$ cat config.mk
export PLATFORM = sky130hd
export DESIGN_NAME = gray2bin_tracker
export DESIGN_NICKNAME = d
export VERILOG_FILES = /design/src/rtl/gray2bin_tracker.sv
export SDC_FILE = /design/constraint.sdc
export NUM_CORES = 1
export LEC_CHECK = 0
export BUFFER_PORTS_ARGS = -buffer_cell sky130_fd_sc_hd__buf_2
export CORE_MARGIN = 4
export CORE_UTILIZATION = 40
export DETAILED_ROUTE_END_ITERATION = 16
export PLACE_DENSITY_LB_ADDON = 0.05
export SLEW_MARGIN = 10
export SYNTH_ARGS = -nofsm -noshare
export SYNTH_HDL_FRONTEND = slang
export SYNTH_SLANG_ARGS = --single-unit
$ cat constraint.sdc
create_clock -name clk -period 2.1 [get_ports clk]
set_clock_uncertainty 0.05 [all_clocks]
set_input_delay 0.315 -clock clk [delete_from_list [all_inputs] [get_ports clk]]
set_output_delay 0.315 -clock clk [all_outputs]
set_load 0.005 [all_outputs]
$ cat src/rtl/gray2bin_tracker.sv
// gray2bin_tracker
//   Receive end of a Gray-coded counter bus (CDC pointer, encoder position).
//   The asynchronous Gray word is synchronised, decoded to binary and tracked.
//   Each accepted change is classified as a +1 step, a -1 step or an illegal
//   jump (all modulo 2^WIDTH).
//
// Parameters
//   WIDTH        bit width of the Gray input and binary output (>= 2)
//   SYNC_STAGES  synchroniser flop depth (>= 2)
//
// Ports
//   clk        single clock, rising edge
//   rst_n      asynchronous active-low reset
//   gray_in    Gray-coded word from the remote domain (asynchronous)
//   err_clr    synchronous clear of step_err
//   bin_out    decoded binary value, registered
//   bin_valid  one-cycle pulse when bin_out takes a new tracked value
//   dir        1 = last accepted step was +1, 0 = -1
//   step_err   sticky flag: an illegal jump was observed
//   tracking   high once the state machine is in TRACK
//
// Build option
//   GRAY2BIN_DIR_EN  when defined, dir reports the last step direction;
//                    when undefined, dir is tied to 0 and its register is
//                    removed (step_err behaviour is unchanged).

module gray2bin_tracker #(
    parameter int unsigned WIDTH       = 4,
    parameter int unsigned SYNC_STAGES = 2
) (
    input  logic             clk,
    input  logic             rst_n,
    input  logic [WIDTH-1:0] gray_in,
    input  logic             err_clr,
    output logic [WIDTH-1:0] bin_out,
    output logic             bin_valid,
    output logic             dir,
    output logic             step_err,
    output logic             tracking
);

    localparam int unsigned CNT_W = $clog2(SYNC_STAGES + 1);

    typedef enum logic {
        UNPRIMED = 1'b0,
        TRACK    = 1'b1
    } state_t;

    state_t               state, state_n;
    logic [CNT_W-1:0]     prime_cnt, prime_cnt_n;
    logic [WIDTH-1:0]     sync [SYNC_STAGES];
    logic [WIDTH-1:0]     gsync;
    logic [WIDTH-1:0]     dec;
    logic [WIDTH-1:0]     bin_n;
    logic                 valid_n;
    logic                 err_n;

    // Synchroniser chain
    always_ff @(posedge clk or negedge rst_n) begin
        if (!rst_n) begin
            for (int unsigned i = 0; i < SYNC_STAGES; i++) begin
                sync[i] <= '0;
            end
        end else begin
            sync[0] <= gray_in;
            for (int unsigned i = 1; i < SYNC_STAGES; i++) begin
                sync[i] <= sync[i-1];
            end
        end
    end

    assign gsync = sync[SYNC_STAGES-1];

    // Binary bit i is the XOR of all Gray bits from i upward.
    always_comb begin
        dec = '0;
        for (int unsigned i = 0; i < WIDTH; i++) begin
            dec[i] = ^(gsync >> i);
        end
    end

`ifdef GRAY2BIN_DIR_EN
    logic dir_q, dir_n;
`endif

    // Next-state and registered-output logic
    always_comb begin
        state_n     = state;
        prime_cnt_n = prime_cnt;
        bin_n       = bin_out;
        valid_n     = 1'b0;
        err_n       = step_err;
`ifdef GRAY2BIN_DIR_EN
        dir_n       = dir_q;
`endif
        if (err_clr) begin
            err_n = 1'b0;
        end
        case (state)
            UNPRIMED: begin
                bin_n = dec;
                if (prime_cnt == CNT_W'(SYNC_STAGES)) begin
                    state_n = TRACK;
                end else begin
                    prime_cnt_n = prime_cnt + CNT_W'(1);
                end
            end
            TRACK: begin
                if (dec != bin_out) begin
                    bin_n   = dec;
                    valid_n = 1'b1;
                    if (dec == bin_out + WIDTH'(1)) begin
`ifdef GRAY2BIN_DIR_EN
                        dir_n = 1'b1;
`endif
                    end else if (dec == bin_out - WIDTH'(1)) begin
`ifdef GRAY2BIN_DIR_EN
                        dir_n = 1'b0;
`endif
                    end else begin
                        // A new illegal jump overrides a coincident clear.
                        err_n = 1'b1;
                    end
                end
            end
            default: state_n = UNPRIMED;
        endcase
    end

    always_ff @(posedge clk or negedge rst_n) begin
        if (!rst_n) begin
            state     <= UNPRIMED;
            prime_cnt <= '0;
            bin_out   <= '0;
            bin_valid <= 1'b0;
            step_err  <= 1'b0;
        end else begin
            state     <= state_n;
            prime_cnt <= prime_cnt_n;
            bin_out   <= bin_n;
            bin_valid <= valid_n;
            step_err  <= err_n;
        end
    end

    assign tracking = (state == TRACK);

`ifdef GRAY2BIN_DIR_EN
    always_ff @(posedge clk or negedge rst_n) begin
        if (!rst_n) begin
            dir_q <= 1'b0;
        end else begin
            dir_q <= dir_n;
        end
    end
    assign dir = dir_q;
`else
    assign dir = 1'b0;
`endif

endmodule

==> impl_metrics.toml, run 1 <==
[status]
status = "finished, final reports clean"

[global_routing]
grt_pass1_vias = 486
grt_max_degree = 18
grt-ovfl-total = 0
antenna_found_initial = 0
grt_pass1_wl_microns = 2090
grtUsageTotal_pct = 10.3

[timing]
max_freq_mhz = 594
setup_violations = 0
hold_viol_final = 0
timing.final.crit_share_pct = 80.2
rsz0062_at_grt = "no"
min_period_ns = 1.68
final.setup.tns_ns = 0
drv_slew = 0

[synth]
synth_top_area_share_pct = 50.4
yosys_warnings = 0
ys_ff_latch = 17
yosys-top-cells-area = "dfrtp_1 (50%), mux2i_1 (8.3%), xnor2_1 (6.2%), ha_1 (4.5%), inv_1 (3.1%)"
yosysTopAreaCell = "dfrtp_1"
synth_area_per_cell_sq_um = 12.0
synth_cell_types = 27
synthCells = 70
synth_nets = 80
synthesis.area_sq_um = 843
ys_seq_area_share_pct = 50.4

[clocking]
post_cts_buffers = 0
path_clk_slew_ns = 0.10
clockBufferDepth = 2
cts_root_buffer = "clkbuf_4"
cts_buffers = 3
cts_tree = "done"
clk-insertion-delay-late_ns = 0.28
clock_sinks = 17
cts-htree-levels = 1

[worst_setup_path]
r2r_slack_ns = 0.42
worstPathArrival_ns = 1.85
cp_slowest_stage_delay_ns = 0.51
critical_path_class = "reg -> reg"
rr_worst_depth = 4
cp-start-kind = "register"
cp_data_required_time_ns = 2.27
worst-path-max-fanout = 6
cp_cell_sequence = "xnor3_2 -> xor2_1 -> mux2i_1 -> a2bb2oi_2"
crit_slowest_cell = "xnor3_2"
endpoint_kind = "register"

[drt]
avgViaCountPerCell = 4.44
final_antenna_net_count = 0
avgRoutedWirePerCell_microns = 10.6
routed_wl_microns = 1170
drc = 0
drt_iter0_markers = 8
dr.pass1.iters = 4
vias = 488

[power_and_ir_drop]
p_total_mw = 0.738
power-per-cell-area_nw_per_um2 = 782
p_leak_nw = 0.451
vdd_drop_max_uv = 436

[die]
start_util_pct = 42.6
die_area_sq_um = 2910
die_x_microns = 53.9
core_area_sq_um = 1980
io_pins = 15
num_rows = 16
die_y_microns = 53.9

[finish]
final_nets = 94
area_growth_pct = 11.9
n_fill_cell = 186
fin_area_sq_um = 943
layout_commonest_cell = "dfrtp_1"
final_cell_mix = "dfrtp_1 (17), buf_2 (13), inv_1 (7), mux2i_1 (7), xnor2_1 (6)"
n_antenna_cell = 0
drive_gt1_share_pct = 30.1

[placed_design]
dpl.hpwl_microns = 899
place_area_sq_um = 906
routabilityCongestion = 0.783
numPortBuffers = 13

[hold_path]
hp-class = "in -> reg"
worstHoldPathCells = 1

[flow_run]
drv_cap = 0
-- per-stage QoR --
step,utilization [%],cells,worst slack [ns],hold slack (ns)
2_1_floorplan,-,70,0.493,-0.0306
5_1_grt,47.6,110,0.250,0.0630
6_report,47.6,110,0.417,0.0804
4_1_cts,47.6,110,0.382,0.0665
3_3_place_gp,45.7,105,0.415,0.207
3_5_place_dp,45.7,105,0.399,0.207
-- repair_timing --
action,4_1_cts,5_1_grt
gates resized for setup,0,0
hold endpoints to repair,17,0
hold buffers,1,0
-- logic make-up (layout without fill, tap and decap cells) --
kind of cell / Yosys count / after routing / synth area share (%)
AO/OA/AOI/OAI: 6 / 6 / 6.53
XOR/XNOR: 10 / 10 / 13.9
adder cells (fa/ha/maj): 3 / 3 / 4.45
buffers and inverters: 12 / 25 / 7.42
flip-flops: 17 / 17 / 50.4
multiplexers: 7 / 7 / 8.31
other: 1 / 1 / 0.445
AND/OR/NAND/NOR: 14 / 14 / 8.46
-- state kept, by name, indices dropped and copies added (netlist names) --
register and flops:
step_err 1, gsync 4, bin_out 4, tracking 1, sync 4, bin_valid 1, prime_cnt 2
-- path summary, 6_finish.rpt --
path,startpoint,endpoint
max,gsync[3]$_DFF_PN0_,step_err$_DFF_PN0_
min,gray_in[3],sync[7]$_DFF_PN0_
max reg2reg,gsync[3]$_DFF_PN0_,step_err$_DFF_PN0_
min reg2reg,sync[6]$_DFF_PN0_,gsync[2]$_DFF_PN0_
max in group asynchronous,rst_n,bin_out[0]$_DFFE_PN0P_
min in group asynchronous,rst_n,sync[7]$_DFF_PN0_
-- cells in the mapped netlist, drive strengths merged --
master and number:
dlygate4sd3 1, conb 1, nor2 1, buf 2, xor2 2, inv 7
or2 2, clkbuf 2, o21ai 2, mux2i 7, dfrtp 17, o21ba 1
a2bb2oi 2, xnor2 7, nor2b 2, nand2b 2, a21boi 1, nand2 5
and3 1, nor3 1, xnor3 1, ha 3
-- worst max-delay path: cells and delay by family, from the launching register on --
kind	cells	cell delay, ns
flops	1	0.46
xor+xnor	2	0.70
compound gates	1	0.15
mux	1	0.27
-- metal layers --
layer	wire [microns]	vias up	part of all wire, %	track usage, %
met5	0	-	0	0
met4	10	0	0.86	6.38
met3	51	2	4.4	1.66
met2	573	8	49	16.5
met1	530	235	45	12.8
li1	-	243	-	-
-- report_power, final --
part / internal [mW] / switching (mW) / total, mW
registers: 0.351 / 0.0311 / 0.382
clock network: 0.0707 / 0.0984 / 0.169
logic: 0.106 / 0.0805 / 0.186
total: 0.528 / 0.210 / 0.738
-- area by class of cell --
type | count | area, sq um | share of cell area (%)
Clock buffer | 3 | 22.5 | 2.39
Clock inverter | 1 | 5.00 | 0.531
Inverter | 7 | 26.3 | 2.79
Multi-Input combinational cell | 41 | 355 | 37.7
Sequential cell | 17 | 425 | 45.1
Tap cell | 27 | 33.8 | 3.58
Timing Repair Buffer | 14 | 75.1 | 7.96
Power figures use the tool's default switching activity.
==> run 2, diff against run 1 <==
==> constraint.sdc (replaced) <==
create_clock -name clk -period 1.5 [get_ports clk]
set_clock_uncertainty 0.05 [all_clocks]
set_input_delay 0.225 -clock clk [delete_from_list [all_inputs] [get_ports clk]]
set_output_delay 0.225 -clock clk [all_outputs]
set_load 0.005 [all_outputs]
==> run 2 against run 1 <==
Effect of this change:
- the run now ends with negative setup slack left
- combinational power up 95%
- sequential power rose by 36%
- final cell count rose by 13%
- global-route usage is 0.47 points higher
- sequential share of layout area decreased by 5.9 points
- non-clock buffer count rose by 14
- design area grew 16%
- flip-flop and latch count stayed put
- first-iteration DRC count decreased by 100%
- die area unchanged
- fmax rose by 7.7%
- wire length increased by 11%
==> impl_metrics.toml, run 2 (synthesis results as in run 1) <==
[status]
violations = "negative setup slack"
status = "complete, but fails checks"

[flow_run]
drv_cap = 0

[clocking]
clk-insertion-delay-late_ns = 0.28
cts-htree-levels = 1
clock_sinks = 17
path_clk_slew_ns = 0.09
cts_buffers = 3
cts_root_buffer = "clkbuf_4"
clockBufferDepth = 2
cts_tree = "done"

[timing]
finalWorstSetupSlack_ns = -0.0637
final.setup.tns_ns = -0.108
timing.final.crit_share_pct = 104
setup_violations = 2
max_freq_mhz = 640
rsz0062_at_grt = "yes"
drv_slew = 0
min_period_ns = 1.56
hold_viol_final = 0

[finish]
layout_commonest_cell = "dfrtp_1"
multi_input_area_sq_um = 387
n_antenna_cell = 0
drive_gt1_share_pct = 41.2
final_nets = 108
n_fill_cell = 170
final_cell_mix = "dfrtp_1 (16), buf_2 (13), buf_4 (10), inv_1 (7)"
regArea_sq_um = 427
area_growth_pct = 29.2
instances_no_fill = 124

[power_and_ir_drop]
power-per-cell-area_nw_per_um2 = 1030
p_leak_nw = 0.520
vdd_drop_max_uv = 565

[worst_setup_path]
critical_path_class = "reg -> reg"
worstPathArrival_ns = 1.69
endpoint_kind = "register"
cp_data_required_time_ns = 1.63
cp-start-kind = "register"
worst-path-max-fanout = 3

[drt]
drc = 0
avgViaCountPerCell = 4.20
drt_iter0_markers = 0
avgRoutedWirePerCell_microns = 10.5
vias = 521
dr.pass1.iters = 1
routed_wl_microns = 1300
final_antenna_net_count = 0

[die]
die_y_microns = 53.9
die_x_microns = 53.9
core_area_sq_um = 1980
io_pins = 15
start_util_pct = 42.6
num_rows = 16
die_area_sq_um = 2910

[global_routing]
antenna_found_initial = 0
grt_max_degree = 18
grt_pass1_vias = 515
grt-ovfl-total = 0
grt_pass1_wl_microns = 2130
grtUsageTotal_pct = 10.8

[hold_path]
hp-class = "in -> reg"

[placed_design]
dpl.hpwl_microns = 898
numPortBuffers = 13
routabilityCongestion = 0.711
dpl.cell_count = 113
==> run 2: layer usage <==
| layer | up-vias | global-route usage [%] | part of all wire [%] |
|---|---|---|---|
| li1 | 271 | - | - |
| met1 | 239 | 12.6 | 45 |
| met2 | 9 | 17.1 | 50 |
| met3 | 2 | 3.32 | 4.2 |
| met4 | 0 | 6.38 | 0.69 |
| met5 | - | 0 | 0 |
==> run 2: area by class of cell <==
cell class                 count  area share, %
clock buffer                   4           2.41
inverter                       7           2.41
multi-input combinational     41           35.5
sequential                    17           39.2
tap                           27           3.10
timing repair buffer          28           17.5
==> run 2: worst paths after layout <==
kind	slack (ns)	endpoint	cells past startpoint	start
worst max-delay path	-0.06	step_err$_DFF_PN0_	6	gsync[3]$_DFF_PN0_
worst min-delay path	0.18	step_err$_DFF_PN0_	3	err_clr
worst max register to register	-0.06	step_err$_DFF_PN0_	6	gsync[3]$_DFF_PN0_
worst min register to register	0.31	gsync[3]$_DFF_PN0_	0	sync[7]$_DFF_PN0_
max in group asynchronous	0.77	gsync[3]$_DFF_PN0_	2	rst_n
min in group asynchronous	0.33	step_err$_DFF_PN0_	2	rst_n
==> run 2: metrics by stage <==
step / area, sq um / utilization [%] / worst slack (ns) / hold WS [ns] / power (mW)
floorplan: 843 / - / -0.104 / -0.121 / 0.749
global placement: 966 / 48.7 / -0.0852 / 0.119 / 0.850
detailed placement: 966 / 48.7 / -0.0874 / 0.122 / 0.852
CTS: 1050 / 53.0 / -0.0716 / 0.172 / 1.11
global route: 1090 / 55.0 / -0.165 / 0.205 / 1.20
finish: 1090 / 55.0 / -0.0637 / 0.184 / 1.12
==> run 2: worst max-delay path, cell delays in order, from the launching register on <==
cell       delay, ns
dfrtp_2         0.44
buf_4           0.14
xnor3_2         0.27
xor2_2          0.18
xnor2_2         0.17
nand2_1         0.09
a2bb2oi_2       0.12
==> run 2: timing repair <==
action	CTS	global route
setup endpoints to repair	2	2
buffers inserted	0	2
pin swaps	1	2
gates resized for setup	2	5
endpoints found under the hold margin	21	0
hold buffers	5	0
==> run 2: report_power, final <==
part	switching (mW)	internal, mW
clock	0.136	0.103
combinational	0.149	0.213
sequential	0.0286	0.492
==> run 3, diff against run 2 <==
--- a/config.mk
+++ b/config.mk
@@ -9,7 +9,7 @@
 export CORE_MARGIN = 4
 export CORE_UTILIZATION = 40
 export DETAILED_ROUTE_END_ITERATION = 16
-export PLACE_DENSITY_LB_ADDON = 0.05
+export MAX_ROUTING_LAYER = met4
 export SLEW_MARGIN = 10
 export SYNTH_ARGS = -nofsm -noshare
 export SYNTH_HDL_FRONTEND = slang
==> run 3 against run 2 <==
Effect of this change:
- setup slack worse by 0.038 ns
- global-route usage is 0.15 points higher
- clock power is 4% lower
- flip-flop and latch count stayed put
- core utilization is 1.1 points lower
- first-iteration DRC count stayed put
- hold slack better by 0.0060 ns
- design area is 2.0% lower
- largest cell class unchanged
- sequential share of layout area is 0.66 points higher
- the run still ends with negative setup slack left
==> impl_metrics.toml, run 3 (synthesis results as in run 1) <==
[drt]
dr.pass1.iters = 1
drt_iter0_markers = 0
final_antenna_net_count = 0
avgRoutedWirePerCell_microns = 10.3
drc = 0
vias = 551
routed_wl_microns = 1270
avgViaCountPerCell = 4.44

[placed_design]
numPortBuffers = 13
dpl.cell_count = 113
routabilityCongestion = 0.712
dpl.hpwl_microns = 939

[finish]
final_nets = 108
area_growth_pct = 26.7
instances_no_fill = 124
layout_commonest_cell = "dfrtp_1"
drive_gt1_share_pct = 37.1
final_cell_mix = "dfrtp_1 (17), buf_2 (13), buf_4 (10), inv_1 (7), mux2i_1 (6)"
n_antenna_cell = 0

[power_and_ir_drop]
power-per-cell-area_nw_per_um2 = 1020
p_total_mw = 1.09
vdd_drop_max_uv = 502
p_leak_nw = 0.516

[worst_setup_path]
crit_cells = 7
critPathBufInv = 2
critical_path_class = "reg -> reg"
worstPathArrival_ns = 1.77
cp_slowest_stage_delay_ns = 0.41
cp_data_required_time_ns = 1.67
rr_worst_depth = 7
worst-path-max-fanout = 3
timing.rr.end = "step_err$_DFF_PN0_"
r2r_slack_ns = -0.10
crit_start = "gsync[3]$_DFF_PN0_"
endpoint_kind = "register"
cpLargestDelayFamily = "multiplexers"
cp_cell_sequence = "buf_4 -> xnor2_2 -> buf_4 -> mux2i_2 -> mux2i_1 -> mux2i_1 -> a2bb2oi_2"
crit_slowest_cell = "dfrtp_1"
crit_end = "step_err$_DFF_PN0_"
r2r_start = "gsync[3]$_DFF_PN0_"
cp-start-kind = "register"

[die]
die_area_sq_um = 2910
die_x_microns = 53.9
num_rows = 16
start_util_pct = 42.6
die_y_microns = 53.9
io_pins = 15
core_area_sq_um = 1980

[clocking]
clk-insertion-delay-late_ns = 0.28
clock_sinks = 17
cts_buffers = 3
path_clk_slew_ns = 0.09
cts-htree-levels = 1
clockBufferDepth = 2
cts_root_buffer = "clkbuf_4"
cts_tree = "done"

[global_routing]
grt_pass1_vias = 543
grtUsageTotal_pct = 10.9
grt_max_degree = 18
grt-ovfl-total = 0
grt_pass1_wl_microns = 2150
antenna_found_initial = 0

[status]
status = "complete, but fails checks"
violations = "negative setup slack"

[timing]
max_freq_mhz = 624
rsz0062_at_grt = "yes"
setup_violations = 2
hold_viol_final = 0
finalWorstSetupSlack_ns = -0.102
min_period_ns = 1.60
timing.final.crit_share_pct = 107
drv_slew = 0

[flow_run]
drv_cap = 0

[hold_path]
hp-class = "in -> reg"
## run 3: how the worst min path moves through the flow
stage,from,endpoint,slack [ns],cells after the start
finish,err_clr,step_err$_DFF_PN0_,0.19,3
global route,err_clr,step_err$_DFF_PN0_,0.19,3
CTS,err_clr,step_err$_DFF_PN0_,0.18,3
detailed placement,rst_n,bin_valid$_DFF_PN0_,0.11,1
global placement,rst_n,step_err$_DFF_PN0_,0.11,1
floorplan,rst_n,bin_out[0]$_DFFE_PN0P_,-0.12,0
## run 3: cell type report
cell class	count	area (sq um)
Tap cell	27	33.8
Inverter	7	26.3
Sequential cell	17	425
Timing Repair Buffer	28	190
Fill cell	197	913
Multi-Input combinational cell	41	367
Clock buffer	4	26.3
## run 3: worst min-delay path, stage by stage
cell and delay [ns]:
buf_2 0.07, nand2b_1 0.13, a2bb2oi_2 0.06
## run 3: where the power goes
group	internal [mW]	switching (mW)	leakage, nW
Combinational	0.199	0.140	0.312
Clock	0.103	0.127	0.0150
Sequential	0.492	0.0298	0.190
## run 3: metal layers
metal | global-route usage (%) | wire length, microns | vias up
met2 | 17.5 | 664 | 13
met3 | 4.16 | 54 | 2
met1 | 11.4 | 524 | 265
li1 | - | - | 271
met5 | - | 0 | -
met4 | 5.96 | 28 | 0
## run 3: through the flow
step | setup WS, ns | hold WS [ns] | utilization, % | TNS [ns] | cell area (sq um)
after global placement | -0.114 | 0.110 | 48.7 | -0.163 | 966
after detailed placement | -0.153 | 0.111 | 48.7 | -0.251 | 966
final | -0.102 | 0.190 | 53.9 | -0.147 | 1070
after CTS | -0.120 | 0.177 | 53.7 | -0.183 | 1060
after global routing | -0.206 | 0.188 | 53.9 | -0.331 | 1070
after floorplan | -0.104 | -0.121 | - | -0.175 | 843
## run 3: timing repair
action	in CTS	in global routing
hold buffers	5	0
setup endpoints to repair	2	2
buffers inserted	2	0
pin swaps	2	0
hold endpoints to repair	21	0
gates resized for setup	1	1
